## config.mk

```make
export PLATFORM = sky130hd
export DESIGN_NAME = pc_gen_flat
export DESIGN_NICKNAME = d
export VERILOG_FILES = /design/src/rtl/pc_gen_if.sv /design/src/rtl/pc_gen.sv /design/src/flat_wrapper.sv
export SDC_FILE = /design/constraint.sdc
export NUM_CORES = 1
export LEC_CHECK = 0
export ABC_AREA = 1
export CELL_PAD_IN_SITES_DETAIL_PLACEMENT = 1
export CELL_PAD_IN_SITES_GLOBAL_PLACEMENT = 1
export CORE_MARGIN = 3
export CORE_UTILIZATION = 28
export DETAILED_ROUTE_END_ITERATION = 10
export GPL_ROUTABILITY_DRIVEN = 0
export GPL_TIMING_DRIVEN = 0
export PLACE_DENSITY = 0.84
export RECOVER_POWER = 100
export SLEW_MARGIN = 5
export SYNTH_ARGS = -nofsm -noshare
export SYNTH_HDL_FRONTEND = slang
export SYNTH_SLANG_ARGS = --single-unit
```

## constraint.sdc

```tcl
create_clock -name i_clk -period 1.6 [get_ports i_clk]
set_clock_uncertainty 0.1 [all_clocks]
set_input_delay 0.24 -clock i_clk [delete_from_list [all_inputs] [get_ports i_clk]]
set_output_delay 0.24 -clock i_clk [all_outputs]
set_load 0.02 [all_outputs]
```

## src/rtl/pc_gen_if.sv

```systemverilog
// Fetch-PC bus: redirect/branch/stall controls in, fetch address and status out.
interface pc_gen_if #(
    parameter int XLEN = 32
);
    logic            stall;
    logic            branch;
    logic [XLEN-1:0] branch_addr;
    logic            redirect;
    logic [XLEN-1:0] redirect_addr;
    logic [XLEN-1:0] pc;
    logic [XLEN-1:0] pc_plus_step;
    logic            in_delay_slot;
    logic            branch_dropped;
    logic            target_misaligned;

    modport master (
        output stall, branch, branch_addr, redirect, redirect_addr,
        input  pc, pc_plus_step, in_delay_slot, branch_dropped, target_misaligned
    );

    modport slave (
        input  stall, branch, branch_addr, redirect, redirect_addr,
        output pc, pc_plus_step, in_delay_slot, branch_dropped, target_misaligned
    );
endinterface

```

## src/rtl/pc_gen.sv

```systemverilog
// Fetch program-counter generator with 0-3 branch delay slots, stall,
// priority trap/flush redirect and target alignment masking.
module pc_gen #(
    parameter int              XLEN         = 32,
    parameter logic [XLEN-1:0] RESET_VECTOR = '0,
    parameter int              STEP         = 4,
    parameter int              DELAY_SLOTS  = 1
) (
    input  logic     i_clk,
    input  logic     i_rst,
    pc_gen_if.slave  io_bus
);
    localparam logic [XLEN-1:0] LOW_MASK  = XLEN'(STEP - 1);
    localparam logic [XLEN-1:0] STEP_X    = XLEN'(STEP);
    localparam logic [1:0]      SLOT_INIT = (DELAY_SLOTS > 0) ? 2'(DELAY_SLOTS - 1) : 2'd0;

    logic [XLEN-1:0] r_pc;
    logic [XLEN-1:0] r_pend_addr;
    logic            r_pend_valid;
    logic [1:0]      r_slot_cnt;
    logic            r_branch_dropped;
    logic            r_target_misaligned;

    logic [XLEN-1:0] w_pc_next_seq;
    logic [XLEN-1:0] w_branch_al;
    logic [XLEN-1:0] w_redirect_al;
    logic            w_branch_low;
    logic            w_redirect_low;

    assign w_pc_next_seq  = r_pc + STEP_X;
    assign w_branch_al    = io_bus.branch_addr & ~LOW_MASK;
    assign w_redirect_al  = io_bus.redirect_addr & ~LOW_MASK;
    assign w_branch_low   = |(io_bus.branch_addr & LOW_MASK);
    assign w_redirect_low = |(io_bus.redirect_addr & LOW_MASK);

    always_ff @(posedge i_clk) begin
        if (i_rst) begin
            r_pc                <= RESET_VECTOR;
            r_pend_addr         <= '0;
            r_pend_valid        <= 1'b0;
            r_slot_cnt          <= 2'd0;
            r_branch_dropped    <= 1'b0;
            r_target_misaligned <= 1'b0;
        end else begin
            r_branch_dropped    <= 1'b0;
            r_target_misaligned <= 1'b0;
            if (io_bus.redirect) begin
                // Trap/flush discards any pending target and ignores stall.
                r_pc                <= w_redirect_al;
                r_pend_valid        <= 1'b0;
                r_slot_cnt          <= 2'd0;
                r_target_misaligned <= w_redirect_low;
            end else if (!io_bus.stall) begin
                if (r_pend_valid) begin
                    r_branch_dropped <= io_bus.branch;
                    if (r_slot_cnt != 2'd0) begin
                        r_pc       <= w_pc_next_seq;
                        r_slot_cnt <= r_slot_cnt - 2'd1;
                    end else begin
                        r_pc         <= r_pend_addr;
                        r_pend_valid <= 1'b0;
                    end
                end else if (io_bus.branch) begin
                    r_target_misaligned <= w_branch_low;
                    if (DELAY_SLOTS == 0) begin
                        r_pc <= w_branch_al;
                    end else begin
                        r_pend_addr  <= w_branch_al;
                        r_pend_valid <= 1'b1;
                        r_slot_cnt   <= SLOT_INIT;
                        r_pc         <= w_pc_next_seq;
                    end
                end else begin
                    r_pc <= w_pc_next_seq;
                end
            end
        end
    end

    assign io_bus.pc                = r_pc;
    assign io_bus.pc_plus_step      = w_pc_next_seq;
    assign io_bus.in_delay_slot     = r_pend_valid;
    assign io_bus.branch_dropped    = r_branch_dropped;
    assign io_bus.target_misaligned = r_target_misaligned;
endmodule
```

## src/flat_wrapper.sv

```systemverilog
// flat-port wrapper written by rule: the top's interface ports become plain ports
module pc_gen_flat 
#(
    parameter int              XLEN         = 32,
    parameter logic [XLEN-1:0] RESET_VECTOR = '0,
    parameter int              STEP         = 4,
    parameter int              DELAY_SLOTS  = 1
)
  (i_clk, i_rst, io_bus_stall, io_bus_branch, io_bus_branch_addr, io_bus_redirect, io_bus_redirect_addr, io_bus_pc, io_bus_pc_plus_step, io_bus_in_delay_slot, io_bus_branch_dropped, io_bus_target_misaligned);
  pc_gen_if #(.XLEN(XLEN)) io_bus_i ();
  input  logic i_clk;
  input  logic i_rst;
  input wire logic [$bits(io_bus_i.stall)-1:0] io_bus_stall;
  input wire logic [$bits(io_bus_i.branch)-1:0] io_bus_branch;
  input wire logic [$bits(io_bus_i.branch_addr)-1:0] io_bus_branch_addr;
  input wire logic [$bits(io_bus_i.redirect)-1:0] io_bus_redirect;
  input wire logic [$bits(io_bus_i.redirect_addr)-1:0] io_bus_redirect_addr;
  output wire logic [$bits(io_bus_i.pc)-1:0] io_bus_pc;
  output wire logic [$bits(io_bus_i.pc_plus_step)-1:0] io_bus_pc_plus_step;
  output wire logic [$bits(io_bus_i.in_delay_slot)-1:0] io_bus_in_delay_slot;
  output wire logic [$bits(io_bus_i.branch_dropped)-1:0] io_bus_branch_dropped;
  output wire logic [$bits(io_bus_i.target_misaligned)-1:0] io_bus_target_misaligned;
  assign io_bus_i.stall = io_bus_stall;
  assign io_bus_i.branch = io_bus_branch;
  assign io_bus_i.branch_addr = io_bus_branch_addr;
  assign io_bus_i.redirect = io_bus_redirect;
  assign io_bus_i.redirect_addr = io_bus_redirect_addr;
  assign io_bus_pc = io_bus_i.pc;
  assign io_bus_pc_plus_step = io_bus_i.pc_plus_step;
  assign io_bus_in_delay_slot = io_bus_i.in_delay_slot;
  assign io_bus_branch_dropped = io_bus_i.branch_dropped;
  assign io_bus_target_misaligned = io_bus_i.target_misaligned;
  pc_gen #(.XLEN(XLEN), .RESET_VECTOR(RESET_VECTOR), .STEP(STEP), .DELAY_SLOTS(DELAY_SLOTS)) u_core (.i_clk(i_clk), .i_rst(i_rst), .io_bus(io_bus_i));
endmodule
```

==> results of run 1 <==
==> stage by stage <==
step / instance area [µm²] / setup slack [ns]
floorplan: 4000 / -0.0145
global placement: 5550 / -0.701
detailed placement: 5550 / -0.700
CTS: 6180 / -0.517
global route: 6710 / -0.684
finish: 6710 / -0.586
==> final timing paths <==
kind	from	endpoint	slack, ns	depth (start not counted)
worst max-delay path	u_core.io_bus.pc[11]	io_bus_pc_plus_step[26]	-0.59	8
worst min-delay path	i_rst	u_core.io_bus.pc[2]	0.20	2
worst max register to register	u_core.io_bus.pc[11]	u_core.io_bus.pc[22]	-0.54	14
worst min register to register	u_core.r_pend_addr[14]	u_core.r_pend_addr[14]	0.35	2
==> cell type report <==
type | instances | area (µm²)
fill | 1700 | 6740
tap | 176 | 220
clock inverter | 5 | 60.1
inverter | 90 | 340
multi-input combinational | 432 | 2610
timing repair buffer | 170 | 1640
sequential | 67 | 1400
buffer | 29 | 195
clock buffer | 11 | 243
==> cells in the final DEF, fill, tap and decap left out, types with 2 or more instances in the layout <==
master | Yosys | routed
a21oi_1 | 63 | 48
a21oi_2 | 9 | 22
a21oi_4 | 0 | 2
a31oi_1 | 6 | 6
buf_2 | 1 | 3
buf_4 | 5 | 24
buf_6 | 5 | 47
buf_8 | 0 | 2
clkbuf_1 | 17 | 14
clkbuf_16 | 0 | 9
clkbuf_2 | 0 | 2
clkdlybuf4s15_2 | 0 | 2
clkdlybuf4s50_1 | 0 | 65
clkinvlp_4 | 0 | 2
dfxtp_1 | 67 | 41
dfxtp_2 | 0 | 16
dfxtp_4 | 0 | 10
dlygate4sd2_1 | 0 | 39
inv_1 | 83 | 82
inv_2 | 6 | 7
inv_4 | 1 | 2
nand2_1 | 145 | 99
nand2_2 | 3 | 43
nand2_4 | 1 | 6
nand3_1 | 29 | 20
nand3_2 | 0 | 9
nand3b_1 | 2 | 2
nor2_1 | 67 | 53
nor2_2 | 6 | 8
nor2_4 | 5 | 17
o21ai_0 | 47 | 34
o21ai_1 | 30 | 33
o21ai_2 | 0 | 8
o21ai_4 | 0 | 2
xor2_2 | 0 | 3
xor2_4 | 0 | 5
==> layer usage <==
| layer | global-route usage (%) | part of all wire (%) | vias to the layer above |
|---|---|---|---|
| met5 | 0 | 0 | - |
| met4 | 8.25 | 3.0 | 0 |
| met3 | 5.45 | 5.2 | 34 |
| met2 | 34.2 | 50 | 143 |
| met1 | 26.6 | 42 | 2352 |
| li1 | - | - | 2320 |
==> synth_stat cells <==
master,instances
a211oi_1,1
a21oi_1,63
a21oi_2,9
a22o_1,1
a31oi_1,6
and2_1,1
buf_1,1
buf_2,1
buf_4,5
buf_6,5
clkbuf_1,17
dfxtp_1,67
ha_1,2
inv_1,83
inv_2,6
inv_4,1
nand2_1,145
nand2_2,3
nand2_4,1
nand3_1,29
nand3b_1,2
nor2_1,67
nor2_2,6
nor2_4,5
nor3_2,1
nor3_4,1
nor3b_1,2
o211ai_1,1
o21ai_0,47
o21ai_1,30
or2_1,1
xor2_1,8
==> report_power, final <==
group	internal (mW)	switching (mW)	total, mW
registers	1.76	0.0963	1.86
clock network	1.26	0.839	2.10
logic	0.502	0.623	1.13
total	3.52	1.56	5.08
==> flip-flops by register name, indices dropped and copies added (netlist names), named ones only <==
register and count:
u_core.io_bus.target_misaligned 1, u_core.io_bus.pc 30, u_core.r_pend_addr 30, u_core.r_slot_cnt 2, u_core.io_bus.in_delay_slot 1, u_core.io_bus.branch_dropped 1
==> cells by family after synthesis <==
logic type	Yosys count	share of synthesized area, %
AO/OA/AOI/OAI	158	21.5
buffers and inverters	119	12.9
XOR/XNOR	8	1.79
adder cells (fa/ha/maj)	2	0.639
flip-flops	67	34.2
AND/OR/NAND/NOR	264	28.9
==> repair_timing <==
| item | 4_1_cts | 5_1_grt |
|---|---|---|
| gates resized for setup | 263 | 126 |
| hold buffers | 0 | 0 |
| pin swaps | 25 | 35 |
| endpoints found under the setup margin | 129 | 90 |
| setup buffers | 22 | 16 |
==> run summary, run 1 <==
area share of the largest cell type after synthesis: 34.2%
Hold WC Path Type: input port to flip-flop
CTS Sinks: 67
Die H: 124 µm
Final setup viols: 77
Synth area leaders: dfxtp_1, nand2_1, a21oi_1
I/O pins: 136
Hold Vio Cnt, Final: 0
maxcap violations: 0
Req. time, crit path: 1.26 ns
flip-flop and latch count after synthesis: 67
via count: 4849
via count of the first global-routing pass: 4895
Mapped Cells: 618
synth unique cells: 32
setup TNS: -16.79 ns
Buf/Inv on CP: 1
htree depth: 3
synth warn: 0
Non-Filler Instances: 980
ANT cells: 0
VDD IR max: 0.574 mV
Slew Limit Fails: 0
routed length per instance: 18.4 µm
Fin Hold WS: 0.201 ns
power per standard cell area: 757 nW/µm²
Peak Freq: 0.458 GHz
CP peak stage delay: 0.38 ns
critical path's top delay family: simple AND/OR/NAND/NOR gates
Total Routing Usage GR: 21.0%
final net count: 870
slew of the pin with the lowest slew margin: 0.734 ns
Root Driver: clkbuf_16
area leader, netlist: dfxtp_1
crit-path cells: nand2_1 > nor2_4 > nand2_1 > nor2_4 > nand2_2 > nand2_2 > nand2_2 > buf_6
Bufs on Longest Clock Path: 2
critical path's slowest cell: dfxtp_2
Final Util: 49.9%
Setup crit end kind: output pin
DIE AREA: 15400 µm²
# rows: 42
Avg Cell Area, Syn: 6.34 µm²
Placed Cells: 927
status: finished with violations
starting DRC count in detailed routing: 314
failing checks: setup timing
first-pass GRT wire length: 25.9 mm
synthesized cell area: 3920 µm²
Routed Antenna Nets: 0
initial antenna violation count: 0
cts bufs inserted: 9
critical path arrival: 1.85 ns
critical path class: flip-flop to output pin
Pre-antenna DRT Iters: 4
Via density: 4.95
Post-Route WL: 18.0 mm
PortBufs: 133
CP dominant cell by count: nand2_2
Period minus WS final: 2.19 ns
Worst slew margin: 51.0%
largest net degree at the start of global routing: 13
chip width: 124 µm
Worst setup SP type: flip-flop
post-synthesis sequential area ratio: 34.2%
Starting Density: 29.1%
Worst-path clk slew: 0.06 ns
CTS tree: built
worst-skew pair later-pin latency: 0.35 ns
Final WS setup: -0.586 ns
CP max FO: 5
final worst-path cycle share: 137%
grt ovf: 0
RSZ-0062 raised after global routing: true
drt drc: 0
share of layout cells above drive strength 1: 32.2%
syn_nets: 689
Design Power: 5.08 mW
core area: 13500 µm²
Area growth syn-to-layout: 71.3%
Pleak: 2.84 nW
detailed placer's ending HPWL: 12.3 mm
Note: power is estimated with default switching activity, not from simulation.
==> run 2, diff against run 1 <==
--- a/config.mk
+++ b/config.mk
@@ -8,13 +8,14 @@
 export ABC_AREA = 1
 export CELL_PAD_IN_SITES_DETAIL_PLACEMENT = 1
 export CELL_PAD_IN_SITES_GLOBAL_PLACEMENT = 1
-export CORE_MARGIN = 3
+export CORE_MARGIN = 4
 export CORE_UTILIZATION = 28
 export DETAILED_ROUTE_END_ITERATION = 10
 export GPL_ROUTABILITY_DRIVEN = 0
 export GPL_TIMING_DRIVEN = 0
 export PLACE_DENSITY = 0.84
 export RECOVER_POWER = 100
+export SETUP_SLACK_MARGIN = 0.05
 export SLEW_MARGIN = 5
 export SYNTH_ARGS = -nofsm -noshare
 export SYNTH_HDL_FRONTEND = slang
==> run summary, run 2 (synthesis gave the netlist of run 1 again) <==
worst-skew pair later-pin latency: 0.36 ns (was 0.35 ns)
Via density: 5.06 (was 4.95)
Starting Density: 29.1% (unchanged)
failing checks: setup timing (unchanged)
critical path class: flip-flop to output pin (unchanged)
# rows: 42 (unchanged)
largest net degree at the start of global routing: 13 (unchanged)
GR Layer Usage met1: 27.5% (was 26.6%)
drt drc: 0 (unchanged)
area of the multi-input gates: 2740 µm² (was 2610 µm²)
detailed placer's ending HPWL: 12.6 mm (was 12.3 mm)
grt ovf: 0 (unchanged)
Setup crit end kind: output pin (unchanged)
Req. time, crit path: 1.26 ns (about the same)
htree depth: 3 (unchanged)
Bufs on Longest Clock Path: 2 (unchanged)
ANT cells: 0 (unchanged)
share of layout cells above drive strength 1: 36.3% (was 32.2%)
Final WS setup: -0.674 ns (was -0.586 ns)
initial antenna violation count: 0 (unchanged)
final net count: 881 (was 870)
hold_buf cts: 0 (unchanged)
Worst slew margin: 53.5% (was 51.0%)
Hold WC Path Type: input port to flip-flop (unchanged)
slew of the pin with the lowest slew margin: 0.697 ns (was 0.734 ns)
via count: 5016 (was 4849)
Worst setup SP type: flip-flop (unchanged)
Total Routing Usage GR: 21.7% (was 21.0%)
Period minus WS final: 2.27 ns (was 2.19 ns)
met3 usage: 4.36% (was 5.45%)
Design Power: 5.19 mW (was 5.08 mW)
PortBufs: 133 (unchanged)
Final Util: 51.5% (was 49.9%)
Final setup viols: 79 (was 77)
VDD IR max: 0.369 mV (was 0.574 mV)
Area growth syn-to-layout: 77.0% (was 71.3%)
critical path arrival: 1.93 ns (was 1.85 ns)
chip width: 126 µm (was 124 µm)
routed length per instance: 20.2 µm (was 18.4 µm)
commonest non-fill, non-tap cell in the layout: nand2_1 (unchanged)
Worst-path clk slew: 0.06 ns (about the same)
CP max FO: 6 (was 5)
cts bufs inserted: 9 (unchanged)
most frequent cells in the layout: nand2_1, inv_1, clkdlybuf4s50_1, nor2_1 (was nand2_1, inv_1, clkdlybuf4s50_1, nor2_1, a21oi_1)
status: finished with violations (unchanged)
first-pass GRT wire length: 27.0 mm (was 25.9 mm)
Slew Limit Fails: 0 (unchanged)
CTS Sinks: 67 (unchanged)
Hold Vio Cnt, Final: 0 (unchanged)
power per standard cell area: 748 nW/µm² (was 757 nW/µm²)
final worst-path cycle share: 142% (was 137%)
RSZ-0062 raised after global routing: true (unchanged)
register area: 1390 µm² (was 1400 µm²)
via count of the first global-routing pass: 4892 (was 4895)
core area: 13500 µm² (unchanged)
Routed Antenna Nets: 0 (unchanged)
starting DRC count in detailed routing: 342 (was 314)
met2 global-route usage: 35.6% (was 34.2%)
GRT busiest layer: met2 (unchanged)
maxcap violations: 0 (unchanged)
CTS tree: built (unchanged)
Peak Freq: 0.440 GHz (was 0.458 GHz)
Root Driver: clkbuf_16 (unchanged)
Pleak: 2.92 nW (was 2.84 nW)
Die H: 126 µm (was 124 µm)
DIE AREA: 15900 µm² (was 15400 µm²)
fillcell total: 1684 (was 1700)
Pre-antenna DRT Iters: 4 (unchanged)
Post-Route WL: 20.1 mm (was 18.0 mm)
I/O pins: 136 (unchanged)
run 2: cell types whose count changed in the layout (fill, tap and decap cells not counted), sizes merged:
cell / previous run / this run
clkinv: 0 / 3
clkinvlp: 2 / 0
clkbuf: 27 / 31
inv: 92 / 91
buf: 77 / 89
clkdlybuf4s15: 2 / 3
dlygate4sd2: 39 / 33
run 2: area by class of cell:
class | instances | area share [%]
Inverter | 90 | 4.98
Buffer | 29 | 2.85
Tap cell | 176 | 3.18
Clock inverter | 5 | 0.884
Clock buffer | 11 | 3.50
Multi-Input combinational cell | 432 | 39.5
Sequential cell | 67 | 20.1
Timing Repair Buffer | 181 | 25.0
run 2: path summary, 6_finish.rpt:
kind         depth (start not counted)  slack (ns)                  start                       to
min                                  2        0.17                  i_rst      u_core.io_bus.pc[2]
max                                  9       -0.67    u_core.io_bus.pc[2]  io_bus_pc_plus_step[30]
max reg2reg                         11       -0.37    u_core.io_bus.pc[2]     u_core.io_bus.pc[16]
min reg2reg                          2        0.36  u_core.r_pend_addr[6]    u_core.r_pend_addr[6]
run 2: worst max-delay path, cell delays in order, from the launching register on:
cell and delay (ns):
dfxtp_4 0.38, ha_4 0.15, nand2_4 0.05, nor2_4 0.20, nand2_4 0.16, nor2_4 0.21, nand2_1 0.10, nand2_2 0.10
nand2_2 0.07, buf_6 0.13
run 2: report_power, final:
part / internal [mW] / switching [mW]
Combinational: 0.530 / 0.666
Sequential: 1.76 / 0.101
Clock: 1.26 / 0.873
run 2: through the flow:
step | TNS (ns) | hold slack (ns) | worst slack, ns | area [µm²] | instances
floorplan | -0.0226 | 0.275 | -0.00829 | 4020 | 618
global placement | -42.91 | 0.347 | -0.722 | 5570 | 927
detailed placement | -43.78 | 0.352 | -0.730 | 5570 | 927
CTS | -12.02 | 0.136 | -0.537 | 6350 | 966
global route | -26.44 | 0.201 | -0.731 | 6930 | 991
finish | -19.66 | 0.167 | -0.674 | 6930 | 991
run 2: metal layers:
metal	part of all wire, %	vias to the layer above
met3	4.6	44
met1	41	2446
li1	-	2349
met4	3.7	0
met5	0	-
met2	51	177
run 2: what timing repair did:
action / in CTS / in global routing
endpoints found under the hold margin: 0 / 0
endpoints found under the setup margin: 132 / 67
buffers inserted: 23 / 24
cloned: 0 / 1
resized for setup: 310 / 120
pin swaps: 39 / 42
